### config.mk
export PLATFORM = sky130hd
export DESIGN_NAME = uart_tx_arbiter
export DESIGN_NICKNAME = d
export VERILOG_FILES = /design/src/rtl/uart_tx_arbiter.sv
export SDC_FILE = /design/constraint.sdc
export NUM_CORES = 1
export LEC_CHECK = 0
export CORE_ASPECT_RATIO = 1.25
export CORE_MARGIN = 2
export CORE_UTILIZATION = 30
export DETAILED_ROUTE_END_ITERATION = 10
export GPL_ROUTABILITY_DRIVEN = 1
export GPL_TIMING_DRIVEN = 0
export PLACE_DENSITY = 0.56
export SYNTH_ARGS = -nofsm -noshare
export SYNTH_HDL_FRONTEND = slang
export SYNTH_SLANG_ARGS = --single-unit
### constraint.sdc
create_clock -name clk -period 2.87 [get_ports clk]
set_input_delay 0.7175 -clock clk [delete_from_list [all_inputs] [get_ports clk]]
set_output_delay 0.7175 -clock clk [all_outputs]
set_load 0.05 [all_outputs]
### src/rtl/uart_tx_arbiter.sv
// uart_tx_arbiter
// Round-robin arbiter sharing one UART transmitter among NUM_REQ (2..4)
// byte producers. One byte is accepted per grant, launched with a single
// tx_data_en strobe, and the transmitter's tx_busy is tracked through the
// whole frame before the next arbitration.
//
// Optional feature, macro UART_ARB_TAG_EN: each grant first sends a tag
// byte {4'hA, 2'b00, id} and then the payload byte, without re-arbitrating.
// With the macro undefined only the payload byte is sent and the tag state
// does not exist.
//
// Handshake (req/ack): req[i] acts as "valid" and must stay high, with
// req_data slot i stable, until ack[i] pulses for one cycle. ack[i] is the
// "ready" strobe: the byte was captured on the clock edge that raised ack[i].
// The requester may present its next byte in the cycle after ack[i]; a req
// that drops before its ack is simply not served.

module uart_tx_arbiter #(
    parameter int NUM_REQ       = 4,
    parameter int START_TIMEOUT = 8
) (
    input  logic                 clk,
    input  logic                 rstn,
    input  logic [NUM_REQ-1:0]   req,
    input  logic [8*NUM_REQ-1:0] req_data,
    output logic [NUM_REQ-1:0]   ack,
    output logic [7:0]           tx_data,
    output logic                 tx_data_en,
    input  logic                 tx_busy,
    output logic                 active,
    output logic [1:0]           cur_id,
    output logic                 start_err,
    output logic [2:0]           o_dbg_state
);

    // State encoding is fixed so the debug port has stable values.
    typedef enum logic [2:0] {
        S_IDLE    = 3'd0,
        S_LAUNCH  = 3'd1,
        S_WAIT_HI = 3'd2,
        S_WAIT_LO = 3'd3
`ifdef UART_ARB_TAG_EN
        ,
        S_TAG     = 3'd4
`endif
    } state_t;

    localparam logic [7:0] TIMEOUT_L  = 8'(START_TIMEOUT);
    localparam logic [1:0] LAST_RESET = 2'(NUM_REQ - 1);

    state_t               r_state;
    logic [NUM_REQ-1:0]   r_ack;
    logic [7:0]           r_hold;
    logic [7:0]           r_tx_data;
    logic                 r_tx_data_en;
    logic                 r_active;
    logic [1:0]           r_cur_id;
    logic [1:0]           r_last;
    logic                 r_start_err;
    logic [7:0]           r_cnt;
`ifdef UART_ARB_TAG_EN
    logic                 r_pay_pend;
`endif

    logic                 w_found;
    logic [1:0]           w_win;
    logic [NUM_REQ-1:0]   w_onehot;
    logic [7:0]           w_byte;

    // Index of the k-th candidate after the last winner, wrapped into range.
    function automatic int rr_idx(input logic [1:0] last, input int k);
        int s;
        s = int'(last) + k;
        if (s >= NUM_REQ) begin
            s = s - NUM_REQ;
        end
        return s;
    endfunction

    // Round-robin search starting at last+1; first high req wins.
    always_comb begin
        w_found  = 1'b0;
        w_win    = 2'd0;
        w_onehot = '0;
        w_byte   = 8'h00;
        for (int k = 1; k <= NUM_REQ; k++) begin
            if (!w_found && req[rr_idx(r_last, k)]) begin
                w_found                     = 1'b1;
                w_win                       = 2'(rr_idx(r_last, k));
                w_onehot[rr_idx(r_last, k)] = 1'b1;
                w_byte                      = req_data[8*rr_idx(r_last, k) +: 8];
            end
        end
    end

    // Main controller: arbitration, launch strobe, busy tracking, timeout.
    always_ff @(posedge clk or negedge rstn) begin
        if (!rstn) begin
            r_state      <= S_IDLE;
            r_ack        <= '0;
            r_hold       <= 8'h00;
            r_tx_data    <= 8'h00;
            r_tx_data_en <= 1'b0;
            r_active     <= 1'b0;
            r_cur_id     <= 2'd0;
            r_last       <= LAST_RESET;
            r_start_err  <= 1'b0;
            r_cnt        <= 8'd0;
`ifdef UART_ARB_TAG_EN
            r_pay_pend   <= 1'b0;
`endif
        end else begin
            // Strobes default low; each is raised for exactly one cycle.
            r_ack        <= '0;
            r_tx_data_en <= 1'b0;
            r_start_err  <= 1'b0;
            case (r_state)
                S_IDLE: begin
                    // No grant while the transmitter is still busy.
                    if (!tx_busy && w_found) begin
                        r_ack    <= w_onehot;
                        r_hold   <= w_byte;
                        r_cur_id <= w_win;
                        r_last   <= w_win;
                        r_active <= 1'b1;
`ifdef UART_ARB_TAG_EN
                        r_pay_pend <= 1'b1;
                        r_state    <= S_TAG;
`else
                        r_state    <= S_LAUNCH;
`endif
                    end
                end
`ifdef UART_ARB_TAG_EN
                S_TAG: begin
                    // Tag frame identifies the requester ahead of its payload.
                    r_tx_data    <= {4'hA, 2'b00, r_cur_id};
                    r_tx_data_en <= 1'b1;
                    r_cnt        <= 8'd0;
                    r_state      <= S_WAIT_HI;
                end
`endif
                S_LAUNCH: begin
                    // tx_data keeps this byte until the next launch.
                    r_tx_data    <= r_hold;
                    r_tx_data_en <= 1'b1;
                    r_cnt        <= 8'd0;
`ifdef UART_ARB_TAG_EN
                    r_pay_pend   <= 1'b0;
`endif
                    r_state      <= S_WAIT_HI;
                end
                S_WAIT_HI: begin
                    if (tx_busy) begin
                        r_state <= S_WAIT_LO;
                    end else if (r_cnt + 8'd1 == TIMEOUT_L) begin
                        // Transmitter never started: drop the byte(s), no retry.
                        r_start_err <= 1'b1;
                        r_active    <= 1'b0;
                        r_cnt       <= 8'd0;
`ifdef UART_ARB_TAG_EN
                        r_pay_pend  <= 1'b0;
`endif
                        r_state     <= S_IDLE;
                    end else begin
                        r_cnt <= r_cnt + 8'd1;
                    end
                end
                S_WAIT_LO: begin
                    // Frame length is set by the baud rate, so no timeout here.
                    if (!tx_busy) begin
`ifdef UART_ARB_TAG_EN
                        if (r_pay_pend) begin
                            r_state <= S_LAUNCH;
                        end else begin
                            r_active <= 1'b0;
                            r_state  <= S_IDLE;
                        end
`else
                        r_active <= 1'b0;
                        r_state  <= S_IDLE;
`endif
                    end
                end
                default: begin
                    r_active <= 1'b0;
                    r_state  <= S_IDLE;
                end
            endcase
        end
    end

    assign ack         = r_ack;
    assign tx_data     = r_tx_data;
    assign tx_data_en  = r_tx_data_en;
    assign active      = r_active;
    assign cur_id      = r_cur_id;
    assign start_err   = r_start_err;
    assign o_dbg_state = r_state;

endmodule
; ---- Yosys cells after proc, flatten, opt, wreduce, memory -nomap -nowiden
; Index checks and enable logic that the tools add are counted.
[totals]
memories = 0
output_inout_bits = 20
ff_bits = 38
mem_bits_ro = 0
latchBits = 0
mem_bits_rw = 0
[op_classes]
n_mul = 0
reduce_logical = 18
muxes = 63
n_bitwise = 4
shift = 4
add_sub_neg = 9
eq_ne = 9
n_div = 0
n_lt_le_gt_ge = 16
[ops]
columns = op, n
row1 = $lt A32 B4 Y1 const B, 8
row2 = $mux W32, 8
row3 = $ge A32 B1 Y1 const B, 4
row4 = $shiftx A32 B32 Y8, 4
row5 = $mux W8, 6
row6 = $mux W1, 24
row7 = $mux W4, 6
row8 = $pmux W8 S2, 1
row9 = $mux W3, 4
row10 = $or A4 B4 Y4, 3
row11 = $pmux W3 S4, 1
row12 = $sub A3 B3 Y4 const B, 3
row13 = $ge A3 B3 Y1 const B, 3
row14 = $add A8 B1 Y8 const B, 1
row15 = $bmux W1 S2, 4
row16 = $demux W1 S2, 4
row17 = $eq A8 B4 Y1 const B, 1
row18 = $logic_and A1 B1 Y1, 8
row19 = $mux W2, 4
row20 = $ne A2 B2 Y1 const B, 4
row21 = $add A2 B2 Y3 const B, 2
row22 = $eq A3 B2 Y1 const B, 2
row23 = $reduce_and A5 Y1, 1
row24 = $sub A4 B3 Y5 const B, 1
row25 = other kinds (12), 16

; ---- Longest topological paths before layout
[depth]
ltp_word = 24
depth_mapped = 13

; ---- Least setup slack after synthesis
; No wires, ideal clock.
[synth_timing]
path_kind = register to register
from = reg r_last[0]
to = reg r_hold[1]
setup_time_ps = 139
path_slack_ps = -261
stages_incl_launch_ff = 12
period_less_slack_ps = 3131
arrival_time_ps = 2992
required_time_ps = 2731
path_cell_list = dfstp_2 -> buf_6 -> buf_4 -> buf_2 -> buf_2 -> inv_1 -> ha_1 -> buf_2 -> clkbuf_1 -> mux4_2 -> a211oi_2 -> o31ai_1
[synth_via]
elab_chain_cells = 18
elab_cells_between_ends = 52
[synth_rtl]
columns = item, line_no
row1 = start: declaration, 58  ; logic [1:0] r_last;
row2 = start signal: assignment, 124  ; r_last <= w_win;
row3 = $add A2 B1 Y3, 73  ; s = int'(last) + k;
row4 = $sub A3 B3 Y4 / $ge A3 B3 Y1 (equally long branches), "75, 74"
row5 = $mux W32, --
row6 = $bmux W1 S2, 87  ; if (!w_found && req[rr_idx(r_last, k)]) begin
row7 = $mux W1 (implied by the code) (2 in series), 87
row8 = $mux W1, 87
row9 = $logic_not A1 Y1, 87
row10 = $logic_and A1 B1 Y1, 87
row11 = $mux W1, 87
row12 = $logic_not A1 Y1, 87
row13 = $logic_and A1 B1 Y1, 87
row14 = $mux W1, 87
row15 = $logic_not A1 Y1, 87
row16 = $logic_and A1 B1 Y1, 87
row17 = $mux W1, 87
row18 = $logic_and A1 B1 Y1, 120  ; if (!tx_busy && w_found) begin
row19 = $reduce_and A2 Y1 (no source line), --
row20 = end signal: assignment, 122  ; r_hold <= w_byte;
row21 = end: declaration, 53  ; logic [7:0] r_hold;
; Several ways; a longest one is shown, not always the timed one. The select of a mux whose other input is x is not followed.
; A chain may end at the register's enable or synchronous reset.

; ---- Worst setup path after layout
[layout_timing]
from = reg r_last[0]
to = reg r_hold[2]
; Same word-level chain as after synthesis.

==> impl_metrics.toml <==
[power_and_ir_drop]
irDropWorstVdd_mv = 0.466
p_per_area_nw_per_um2 = 1060
p_leak_uw = 0.00171

[timing]
timing.final.ws_setup_ns = 0.102
max_freq_mhz = 361
slew_violations = 0
tightest_slew_ns = 0.851
fin_crit_ns = 2.77
setup_viol = 0
slew_headroom_pct = 43.3
skew_ns = 0.00466
hold_viol_final = 0
fin_crit_sh_pct = 96.4

[final_layout]
layout-drive-gt1-share_pct = 23.5
nFillCells = 1017
syn_to_final_growth_pct = 34.6
insertedDiodeCount = 0
final_nets = 426
stdcell_area_sq_um = 4140
fin_util_pct = 41.2

[synthesis]
yosysMostFrequentCell = "nand2_1"
muxShareOfSynthArea_pct = 26.7
synth-edff-count = 0
synthFlopType = "dfrtp_1"
avgSynthCellArea_sq_um = 10.2
synthAdderAreaFrac_pct = 3.66
yosys.area.top_type = "dfrtp_1"
synthArstFlopShare_pct = 100
synth_cell_types = 47
synth_area_sq_um = 3080
synthCells = 301
synth-seq-cells = 37
synth_common_cells = "53 x nand2_1, 35 x dfrtp_1, 28 x mux4_2"
synth_top_family_by_area = "multiplexers"
syn-num-nets = 349
synth-xor-area-share_pct = 1.14
ys_seq_area_share_pct = 30.2
yosysTopAreaCellShare_pct = 28.5
ys_top_cells_by_area = "dfrtp_1 28%, mux4_2 20%, nand2_1 6.5%"
synth-simple-area-share_pct = 14.3
yosys_warnings = 0
synth-compound-area-share_pct = 17.8

[die]
initial_utilization_pct = 30.6
die_h_um = 117
num_io_pins = 59
dieArea_sq_um = 11100
coreArea_sq_um = 10100
rows = 41
die_w_um = 94.6

[worst_setup_path]
startpoint_type = "flip-flop"
worst-setup-path-type = "reg2reg"
critPathMaxStageDelay_ns = 0.56
path_delay_family = "buffers and inverters"
crit_path_cell_trace = "buf_8, buf_12, buf_12, buf_12, inv_2, ha_4, mux4_2, buf_4, nor2b_4, buf_6, a32o_1, a211oi_2, o31ai_1"
required_ns = 3.04
slowest_stage = "dfstp_2"
end_kind = "flip-flop"
arrival_ns = 2.94
rr_worst_depth = 13
reg2reg_slack_ns = 0.10
r2r_end = "r_hold[2]$_DFFE_PN0P_"
cp_max_fo = 10
cp_common_cell = "buf_12"
r2r_start = "r_last[0]$_DFFE_PN1P_"
cp_num_buf_inv = 7

[clock_tree]
cts_made_buffers = 5
cts_hold_buf = 0
cts.sinks = 37
clkSlewWorstSetupHoldPaths_ns = 0.05
clock_tree.buffer_depth = 2
cts_root_buf = "clkbuf_16"
insertion_delay_ns = 0.27
htree_levels = 2
cts_tree = "done"

[routing]
firstDrtPassIters = 4
route.detailed.drc = 0
vias = 2697
vias_per_cell = 5.31
ant_nets = 0
routed_wl_um = 8390
routedWlPerCell_um = 16.5
drt_iter0_markers = 119

[worst_hold_path]
min-delay-start = "r_hold[6]$_DFFE_PN0P_"
hp-class = "reg2reg"
worstHoldPathCells = 2
hold_end = "tx_data[6]$_DFFE_PN0P_"

[global_route]
grt-ovfl-total = 0
grt_start_max_net_pins = 38
grt_first_pass_wirelength_um = 13800
grt_antenna_before_repair = 0
grt_pass1_vias = 2773
grt_use_total_pct = 15.8

[placed_design]
place_ws_ns = -0.480
portBuffers = 57
placed_cell_area_sq_um = 3830
dpl.hpwl_um = 6170
gp_congestion = 0.831

[status]
status = "finished, final reports clean"

[run]
maxCapViolations = 0
==> how the worst max path moves through the flow <==
stage,startpoint,end,slack [ns],depth (start not counted)
after floorplan,r_last[0]$_DFFE_PN1P_,r_hold[7]$_DFFE_PN0P_,0.04,11
after global placement,r_last[0]$_DFFE_PN1P_,r_hold[7]$_DFFE_PN0P_,-0.44,11
after detailed placement,r_last[0]$_DFFE_PN1P_,r_hold[7]$_DFFE_PN0P_,-0.48,11
after CTS,r_last[1]$_DFFE_PN1P_,cur_id[0]$_DFFE_PN0P_,0.05,8
after global routing,r_last[0]$_DFFE_PN1P_,r_hold[2]$_DFFE_PN0P_,-0.007,12
final,r_last[0]$_DFFE_PN1P_,r_hold[2]$_DFFE_PN0P_,0.10,13
==> placed cells by master, fill, tap and decap left out, types with 4 or more instances in the layout <==
cell	n
ha_1	8
a22oi_1	4
o22ai_1	8
a221oi_1	4
clkdlybuf4s50_1	56
dfrtp_1	35
a211oi_2	8
mux2i_1	17
nor3_1	4
clkbuf_16	5
nor2_1	23
a32oi_1	4
buf_4	15
nand3_1	6
o21ai_0	9
o31ai_1	8
nand2_1	53
inv_1	6
buf_2	4
a32o_1	8
buf_6	6
a21oi_1	8
clkbuf_1	5
mux4_2	28
==> layer usage <==
layer  part of all wire, %  wire (um)  vias to the layer above  GRT usage (%)
met5                     0          0                        -              0
met4                   1.6        133                        0           6.86
met3                   4.3        361                       12           1.86
met2                    51       4250                       79           27.2
met1                    43       3640                     1313           20.1
li1                      -          -                     1293              -
==> flip-flops by register name, indices dropped and copies added (netlist names) <==
signal / cells
r_hold: 8
ack: 4
cur_id: 2
active: 1
tx_data: 8
r_cnt: 8
start_err: 1
o_dbg_state: 2
r_last: 2
tx_data_en: 1
==> through the flow <==
stage | std cells | total power [uW] | hold WS (ns) | setup TNS [ns]
after floorplan | 301 | 2920 | 0.422 | 0
after global placement | 487 | 3610 | 0.454 | -6.18
after detailed placement | 487 | 3640 | 0.452 | -7.22
after CTS | 500 | 4340 | 0.469 | 0
after global routing | 508 | 4710 | 0.495 | -0.00688
final | 508 | 4410 | 0.462 | 0
==> worst register-to-register path: cells and delay by family, from the launching register on <==
| kind | cells | cell delay (ns) |
|---|---|---|
| AO/OA/AOI/OAI | 3 | 0.48 |
| adder cells (fa/ha/maj) | 1 | 0.30 |
| buffers and inverters | 7 | 0.84 |
| flip-flops | 1 | 0.56 |
| multiplexers | 1 | 0.38 |
| AND/OR/NAND/NOR | 1 | 0.10 |
==> cell families after synthesis <==
| family | count (synthesis) |
|---|---|
| buf+inv | 32 |
| compound gates | 70 |
| xor+xnor | 4 |
| fa+ha+maj | 9 |
| flops | 37 |
| mux | 47 |
| simple gates | 101 |
| other cells | 1 |
==> cell type report <==
type | instances | area, sq um | area share [%]
multi-input cells | 232 | 1990 | 48.1
clock buffers | 6 | 129 | 3.11
plain buffers | 24 | 228 | 5.50
inverters | 8 | 30.0 | 0.725
flip-flops and latches | 37 | 928 | 22.4
clock inverters | 2 | 10.0 | 0.242
well taps | 129 | 161 | 3.90
repair buffers | 70 | 663 | 16.0
==> where the power goes <==
group | total, uW | internal [uW] | switching (uW)
registers | 812 | 690 | 123
logic | 3080 | 1450 | 1630
clock network | 512 | 318 | 194
total | 4410 | 2460 | 1950
==> what timing repair did <==
action	in CTS	in global routing
endpoints found under the setup margin	18	18
setup buffers	5	8
resized for setup	18	4
pin swaps	3	3
No activity file was read; power rests on OpenSTA's default activity.
